### src/rtl/alu16_pipe_if.sv
// rtl/alu16_pipe_if.sv - handshake and data bundle between alu16_pipe and its neighbours
interface alu16_pipe_if #(
    parameter int WIDTH = 16
);
    logic             in_valid;
    logic             in_ready;
    logic [WIDTH-1:0] x;
    logic [WIDTH-1:0] y;
    logic [5:0]       ctrl;
    logic             out_valid;
    logic             out_ready;
    logic [WIDTH-1:0] out;
    logic             zr;
    logic             ng;

    // Upstream producer / downstream consumer side
    modport master (
        output in_valid, x, y, ctrl, out_ready,
        input  in_ready, out_valid, out, zr, ng
    );

    // ALU side
    modport slave (
        input  in_valid, x, y, ctrl, out_ready,
        output in_ready, out_valid, out, zr, ng
    );
endinterface

### src/rtl/alu16_pipe.sv
// rtl/alu16_pipe.sv - two-stage pipelined Hack-style ALU with valid/ready on both sides
module alu16_pipe #(
    parameter int WIDTH = 16
) (
    input  logic        clk,
    input  logic        reset,
    alu16_pipe_if.slave bus
);
    // ctrl = {zx, nx, zy, ny, f, no}
    logic zx, nx, zy, ny;
    assign {zx, nx, zy, ny} = bus.ctrl[5:2];

    // Operand pre-processing feeding stage 1
    logic [WIDTH-1:0] xz, yz, xp, yp;
    assign xz = zx ? '0 : bus.x;
    assign yz = zy ? '0 : bus.y;
    assign xp = nx ? ~xz : xz;
    assign yp = ny ? ~yz : yz;

    // Stage 1 state
    logic             s1_valid;
    logic [WIDTH-1:0] s1_xp;
    logic [WIDTH-1:0] s1_yp;
    logic             s1_f;
    logic             s1_no;

    // Handshake: stage 2 can take new data when empty or being drained this cycle
    logic s2_free, advance, accept;
    assign s2_free      = !bus.out_valid || bus.out_ready;
    assign advance      = s1_valid && s2_free;
    assign bus.in_ready = !reset && (!s1_valid || s2_free);
    assign accept       = bus.in_valid && bus.in_ready;

    // Stage 1: capture pre-processed operands on accept, empty when contents leave with no replacement
    always_ff @(posedge clk) begin
        if (reset) begin
            s1_valid <= 1'b0;
            s1_xp    <= '0;
            s1_yp    <= '0;
            s1_f     <= 1'b0;
            s1_no    <= 1'b0;
        end else if (accept) begin
            s1_valid <= 1'b1;
            s1_xp    <= xp;
            s1_yp    <= yp;
            s1_f     <= bus.ctrl[1];
            s1_no    <= bus.ctrl[0];
        end else if (advance) begin
            s1_valid <= 1'b0;
        end
    end

    // Function and output negation; the adder carry out is intentionally dropped
    logic [WIDTH-1:0] sum, r, res;
    assign sum = s1_xp + s1_yp;
    assign r   = s1_f ? sum : (s1_xp & s1_yp);
    assign res = s1_no ? ~r : r;

    // Stage 2: register the result and flags, hold them while the consumer stalls
    always_ff @(posedge clk) begin
        if (reset) begin
            bus.out_valid <= 1'b0;
            bus.out       <= '0;
            bus.zr        <= 1'b0;
            bus.ng        <= 1'b0;
        end else if (s2_free) begin
            bus.out_valid <= s1_valid;
            if (s1_valid) begin
                bus.out <= res;
                bus.zr  <= (res == '0);
                bus.ng  <= res[WIDTH-1];
            end
        end
    end
endmodule

### src/flat_wrapper.sv
// flat-port wrapper written by rule: the top's interface ports become plain ports
module alu16_pipe_flat 
#(
    parameter int WIDTH = 16
)
  (clk, reset, bus_in_valid, bus_x, bus_y, bus_ctrl, bus_out_ready, bus_in_ready, bus_out_valid, bus_out, bus_zr, bus_ng);
  alu16_pipe_if #(.WIDTH(WIDTH)) bus_i ();
  input  logic clk;
  input  logic reset;
  input wire logic [$bits(bus_i.in_valid)-1:0] bus_in_valid;
  input wire logic [$bits(bus_i.x)-1:0] bus_x;
  input wire logic [$bits(bus_i.y)-1:0] bus_y;
  input wire logic [$bits(bus_i.ctrl)-1:0] bus_ctrl;
  input wire logic [$bits(bus_i.out_ready)-1:0] bus_out_ready;
  output wire logic [$bits(bus_i.in_ready)-1:0] bus_in_ready;
  output wire logic [$bits(bus_i.out_valid)-1:0] bus_out_valid;
  output wire logic [$bits(bus_i.out)-1:0] bus_out;
  output wire logic [$bits(bus_i.zr)-1:0] bus_zr;
  output wire logic [$bits(bus_i.ng)-1:0] bus_ng;
  assign bus_i.in_valid = bus_in_valid;
  assign bus_i.x = bus_x;
  assign bus_i.y = bus_y;
  assign bus_i.ctrl = bus_ctrl;
  assign bus_i.out_ready = bus_out_ready;
  assign bus_in_ready = bus_i.in_ready;
  assign bus_out_valid = bus_i.out_valid;
  assign bus_out = bus_i.out;
  assign bus_zr = bus_i.zr;
  assign bus_ng = bus_i.ng;
  alu16_pipe #(.WIDTH(WIDTH)) u_core (.clk(clk), .reset(reset), .bus(bus_i));
endmodule
### config.mk
export PLATFORM = sky130hd
export DESIGN_NAME = alu16_pipe_flat
export DESIGN_NICKNAME = d
export VERILOG_FILES = /design/src/rtl/alu16_pipe_if.sv /design/src/rtl/alu16_pipe.sv /design/src/flat_wrapper.sv
export SDC_FILE = /design/constraint.sdc
export NUM_CORES = 1
export LEC_CHECK = 0
export ABC_AREA = 1
export BUFFER_PORTS_ARGS = -buffer_cell sky130_fd_sc_hd__buf_2
export CAP_MARGIN = 40
export CORE_MARGIN = 2
export CORE_UTILIZATION = 35
export DETAILED_ROUTE_END_ITERATION = 10
export SLEW_MARGIN = 25
export SYNTH_ARGS = -nofsm -noshare
export SYNTH_HDL_FRONTEND = slang
export SYNTH_SLANG_ARGS = --single-unit
### constraint.sdc
create_clock -name clk -period 1.9 [get_ports clk]
set_input_delay 0.095 -clock clk [delete_from_list [all_inputs] [get_ports clk]]
set_output_delay 0.095 -clock clk [all_outputs]
set_load 0.02 [all_outputs]
## Yosys cells after proc, flatten, opt, wreduce, memory -nomap -nowiden

Index checks and enable logic that the tools add are counted.
Widths: inputs -> output; s select.

- Input bits: 42
- Word-level logic and storage cells: 33
- Register bits: 54

- Reductions and logical operators: 11
- Mux-type cells: 8
- Bitwise gates (word level): 4
- $add $sub $neg: 1

Operators by type and width:

| operator | number |
|---|---|
| $mux 16 | 6 |
| $not 16->16 | 3 |
| $add 16x16->16 | 1 |
| $and 16x16->16 | 1 |
| $logic_not 16->1 | 1 |
| $logic_and 1x1->1 | 3 |
| $logic_not 1->1 | 3 |
| $logic_or 1x1->1 | 2 |
| $mux 1 | 2 |
| $reduce_and 2->1 | 1 |
| $reduce_bool 2->1 | 1 |

## Longest topological paths before layout

- Word-level depth: 6
- Mapped depth: 17
- Gate-level depth less buffers: 17

## Least setup slack after synthesis

Ideal clock, no wire load.

- Path kind: register -> register
- From: register u_core.s1_yp[0]
- To: register u_core.bus.zr
- Arrival time: 1.914 ns
- Cell stages (with the launch flop): 18
- Required time: 1.832 ns
- Setup slack: -0.082 ns
- Clock period less this slack: 1.982 ns
- Cell sequence: dfxtp_1 -> ha_1 -> fa_1 -> nand2_1 -> nand2_1 -> nand3_1 -> nand2_2 -> nand2_1 -> nand2_1 -> nand2_1 -> nand3_1 -> nand2_1 -> nand2_1 -> nand2_1 -> nand2_1 -> nor2_2 -> nand3_1 -> a21oi_2

- Longest elaborated chain between the ends: 5
- Elaborated cells on any way between the ends: 6
- Classes of those cells: 1 x add/sub; 2 x mux; 2 x bitwise; 1 x reduce/logical

Ends and longest elaborated chain:

| what | RTL line | source |
|---|---|---|
| start: declaration | alu16_pipe.sv:23 | `logic [WIDTH-1:0] s1_yp;` |
| start signal: assignment | alu16_pipe.sv:45 | `s1_yp <= yp;` |
| $add 16x16->16 or $and 16x16->16 (tied branches) | alu16_pipe.sv:55, alu16_pipe.sv:56 |  |
| $mux 16 (*) | alu16_pipe.sv:56 | `assign r = s1_f ? sum : (s1_xp & s1_yp);` |
| $not 16->16 | alu16_pipe.sv:57 | `assign res = s1_no ? ~r : r;` |
| $mux 16 (*) | alu16_pipe.sv:57 |  |
| $logic_not 16->1 (*) | alu16_pipe.sv:70 | `bus.zr <= (res == '0);` |
| end signal: assignment | alu16_pipe.sv:70 |  |
| end: declaration | alu16_pipe_if.sv:25 | `output in_ready, out_valid, out, zr, ng` |

Every way passes the cells marked *; elsewhere a longest branch is shown, timed or not.
A chain may end at the register's enable or synchronous reset.

## Worst setup path after layout

Same ends and word-level chain as after synthesis.

==> results.yml <==
timing:
  worst_pin_slew_ps: 505
  rsz0062_at_grt: "true"
  setup_viol: 7
  relSlewSlack_pct: 66.3
  max_clock_freq_mhz: 463
  min_period_ps: 2160
  hold_ws_ps: 40.5
  layout_setup_ws_ps: -262
  drv_slew: 0
  finalCritPeriodShare_pct: 114
  finalHoldViolCount: 0
  fin_worst_skew_ps: 13.5
cells_and_area:
  layout-drive-gt1-share_pct: 34.3
  insertedDiodeCount: 0
  syn_to_final_growth_pct: 34.9
  fin_nets: 769
setup_path:
  worst-setup-path-type: "reg2reg"
  start_kind: "flip-flop"
  worstPathRequired_ps: 2160
  r2r-start: "u_core.s1_yp[0]"
  critPathMaxFanout: 3
  arrival_ps: 2430
  r2r_slack_ps: -260
  timing.rr.end: "u_core.bus.zr"
  critPathCaptureType: "flip-flop"
  r2r_cells: 16
clock_tree:
  clockRootBuffer: "clkbuf_8"
  cts.path.max_buffers: 2
  clkLatencyLatePin_ps: 320
  numCtsBuffers: 5
  cts-htree-levels: 2
  cts_tree: "built"
  cts_hold_buf: 0
  clock_sinks: 53
  clkTransAtPathRegs_ps: 110
detailed_routing:
  drc: 0
  postRouteAntennaNets: 0
  vias: 3941
  drtIter0Drc: 128
  firstDrtPassIters: 4
  drt-wirelength-per-cell_um: 12.1
  via_per_inst: 4.63
  routed_wl_um: 10300
power_and_ir_drop:
  p_comb_share_pct: 42.6
  swShare_pct: 37.8
  switching_power_w: 0.00131
  leakage_nw: 2.57
  seqPwrFrac_pct: 38.0
  p_per_area_nw_per_um2: 674
  vdd_drop_max_v: 0.000304
  p_clk_share_pct: 19.4
  p_int_w: 0.00216
min_path:
  hold_class: "in2reg"
  worstHoldPathCells: 3
  hp-start: "bus_in_valid"
  holdPathEnd: "u_core.s1_valid"
global_route:
  grt.total_usage_pct: 17.9
  grt_max_degree: 59
  first_global_vias: 3587
  antenna_found_initial: 0
  grt_pass1_wl_um: 17000
  overflow: 0
place:
  io_buffers: 61
  dp_hpwl_um: 7850
  gp_congestion: 0.842
  dp_slack_ps: -253
synthesis:
  postSynthNetCount: 678
  yosys_warnings: 0
  yosysSeqAreaShare_pct: 27.8
  yosys.area.top_type_share_pct: 27.8
  avgSynthCellArea_um2: 6.16
  syn-cell-area_um2: 3810
  yosysUniqueCellTypes: 27
  synth_cells: 619
  synth_top_area_cell: "dfxtp_1"
  synth_area_leaders: "dfxtp_1 28%, nand2_1 19%, nand3_1 8.9%, xor2_1 8.3%, nor2_1 6.0%"
  synth-seq-cells: 53
die:
  coreArea_um2: 10700
  fp.dieH_um: 108
  rows: 38
  fp.dieW_um: 108
  die_area_um2: 11700
  io_pins: 62
  start_util_pct: 35.5
flow_run:
  maxCapViolCount: 0
status:
  status: "finished with violations"
  violations: "setup timing"
-- registers in the layout (all words and copies together) (netlist names) --
register,cells
u_core.bus.ng,1
u_core.bus.out,15
u_core.bus.out_valid,1
u_core.bus.zr,1
u_core.s1_f,1
u_core.s1_no,1
u_core.s1_valid,1
u_core.s1_xp,16
u_core.s1_yp,16
-- layout make-up --
cell class              instances  area (um^2)
clock inverters                 3         21.3
inverters                      69          259
repair buffers                110          697
multi-input cells             471         2830
flip-flops and latches         53         1090
fillers                      1137         5600
clock buffers                   5         68.8
well taps                     140          175
-- kinds of logic after synthesis --
group,Yosys count,share of synthesized area [%]
XOR/XNOR,37,8.50
buffers and inverters,95,9.71
AND/OR/NAND/NOR,347,38.0
AO/OA/AOI/OAI,70,10.2
flip-flops,53,27.8
adder cells (fa/ha/maj),17,5.78
-- cell usage after synthesis --
| cell | n |
|---|---|
| a21oi_1 | 39 |
| a21oi_2 | 3 |
| and2_1 | 2 |
| buf_2 | 5 |
| buf_4 | 2 |
| clkbuf_1 | 19 |
| clkinv_1 | 3 |
| dfxtp_1 | 53 |
| fa_1 | 1 |
| ha_1 | 16 |
| inv_1 | 56 |
| inv_2 | 10 |
| nand2_1 | 194 |
| nand2_2 | 7 |
| nand3_1 | 68 |
| nand3b_1 | 2 |
| nand4_1 | 4 |
| nor2_1 | 61 |
| nor2_2 | 3 |
| nor3_1 | 1 |
| o211ai_1 | 10 |
| o21ai_0 | 16 |
| o21ai_1 | 1 |
| o22ai_1 | 1 |
| or2_2 | 5 |
| xnor2_1 | 1 |
| xor2_1 | 36 |
-- what timing repair did --
action                     in CTS  in global routing
setup endpoints to repair      10                 15
buffers inserted                1                  4
gates resized for setup        31                 85
pin swaps                      12                 32
-- worst max path at each step --
stage	start	end	cells after the start
after floorplan	u_core.s1_yp[0]	u_core.bus.zr	17
after global placement	u_core.s1_yp[0]	u_core.bus.zr	17
after detailed placement	u_core.s1_yp[0]	u_core.bus.zr	17
after CTS	u_core.s1_yp[0]	u_core.bus.zr	13
after global routing	u_core.s1_yp[0]	u_core.bus.zr	14
final	u_core.s1_yp[0]	u_core.bus.zr	16
-- layer usage --
| layer | vias to the layer above | track usage [%] | wire length (um) |
|---|---|---|---|
| met5 | - | 0 | 0 |
| met4 | 0 | 3.75 | 69 |
| met3 | 8 | 2.35 | 420 |
| met2 | 77 | 29.2 | 4630 |
| met1 | 1718 | 25.3 | 5190 |
| li1 | 2138 | - | - |
-- power groups by stage --
stage	combinational (W)	clock (W)	sequential (W)
after floorplan	0.000786	0	0.00132
after global placement	0.00123	0	0.00130
after detailed placement	0.00124	0	0.00130
after CTS	0.00133	0.000699	0.00130
after global routing	0.00165	0.000739	0.00133
final	0.00148	0.000673	0.00132
-- layout by cell type (no fill, tap or decap), drive strengths merged --
cell type	n
nand2	201
buf	110
nand3	68
inv	67
nor2	64
dfxtp	53
a21oi	42
xor2	36
o21ai	17
ha	16
o211ai	10
or2	5
clkbuf	5
nand4	4
clkinv	4
nand3b	2
and2	2
xnor2	1
o22ai	1
nor3	1
fa	1
clkinvlp	1
-- worst max-delay path: stages (launching register included) --
cell and delay (ps):
dfxtp_2 350, ha_4 160, fa_2 420, nand3_2 90, nand3_4 80, buf_4 150
nand3_2 70, nand3_2 70, nand2_2 80, nand2_1 60, nand2_1 70, nand3_2 60
nand2_2 90, nand2_1 60, nor2_2 90, nand3_1 90, a21oi_2 130
-- through the flow --
stage               std cells  TNS (ps)  total power, W  util (%)  area (um^2)
global placement          839      -635         0.00253      42.2         4540
detailed placement        839      -786         0.00254      42.2         4540
finish                    851      -870         0.00347      47.9         5140
global route              851     -1840         0.00372      47.9         5140
floorplan                 619         0         0.00211         -         3820
CTS                       848      -418         0.00333      44.9         4820
No activity file was read; power rests on OpenSTA's default activity.
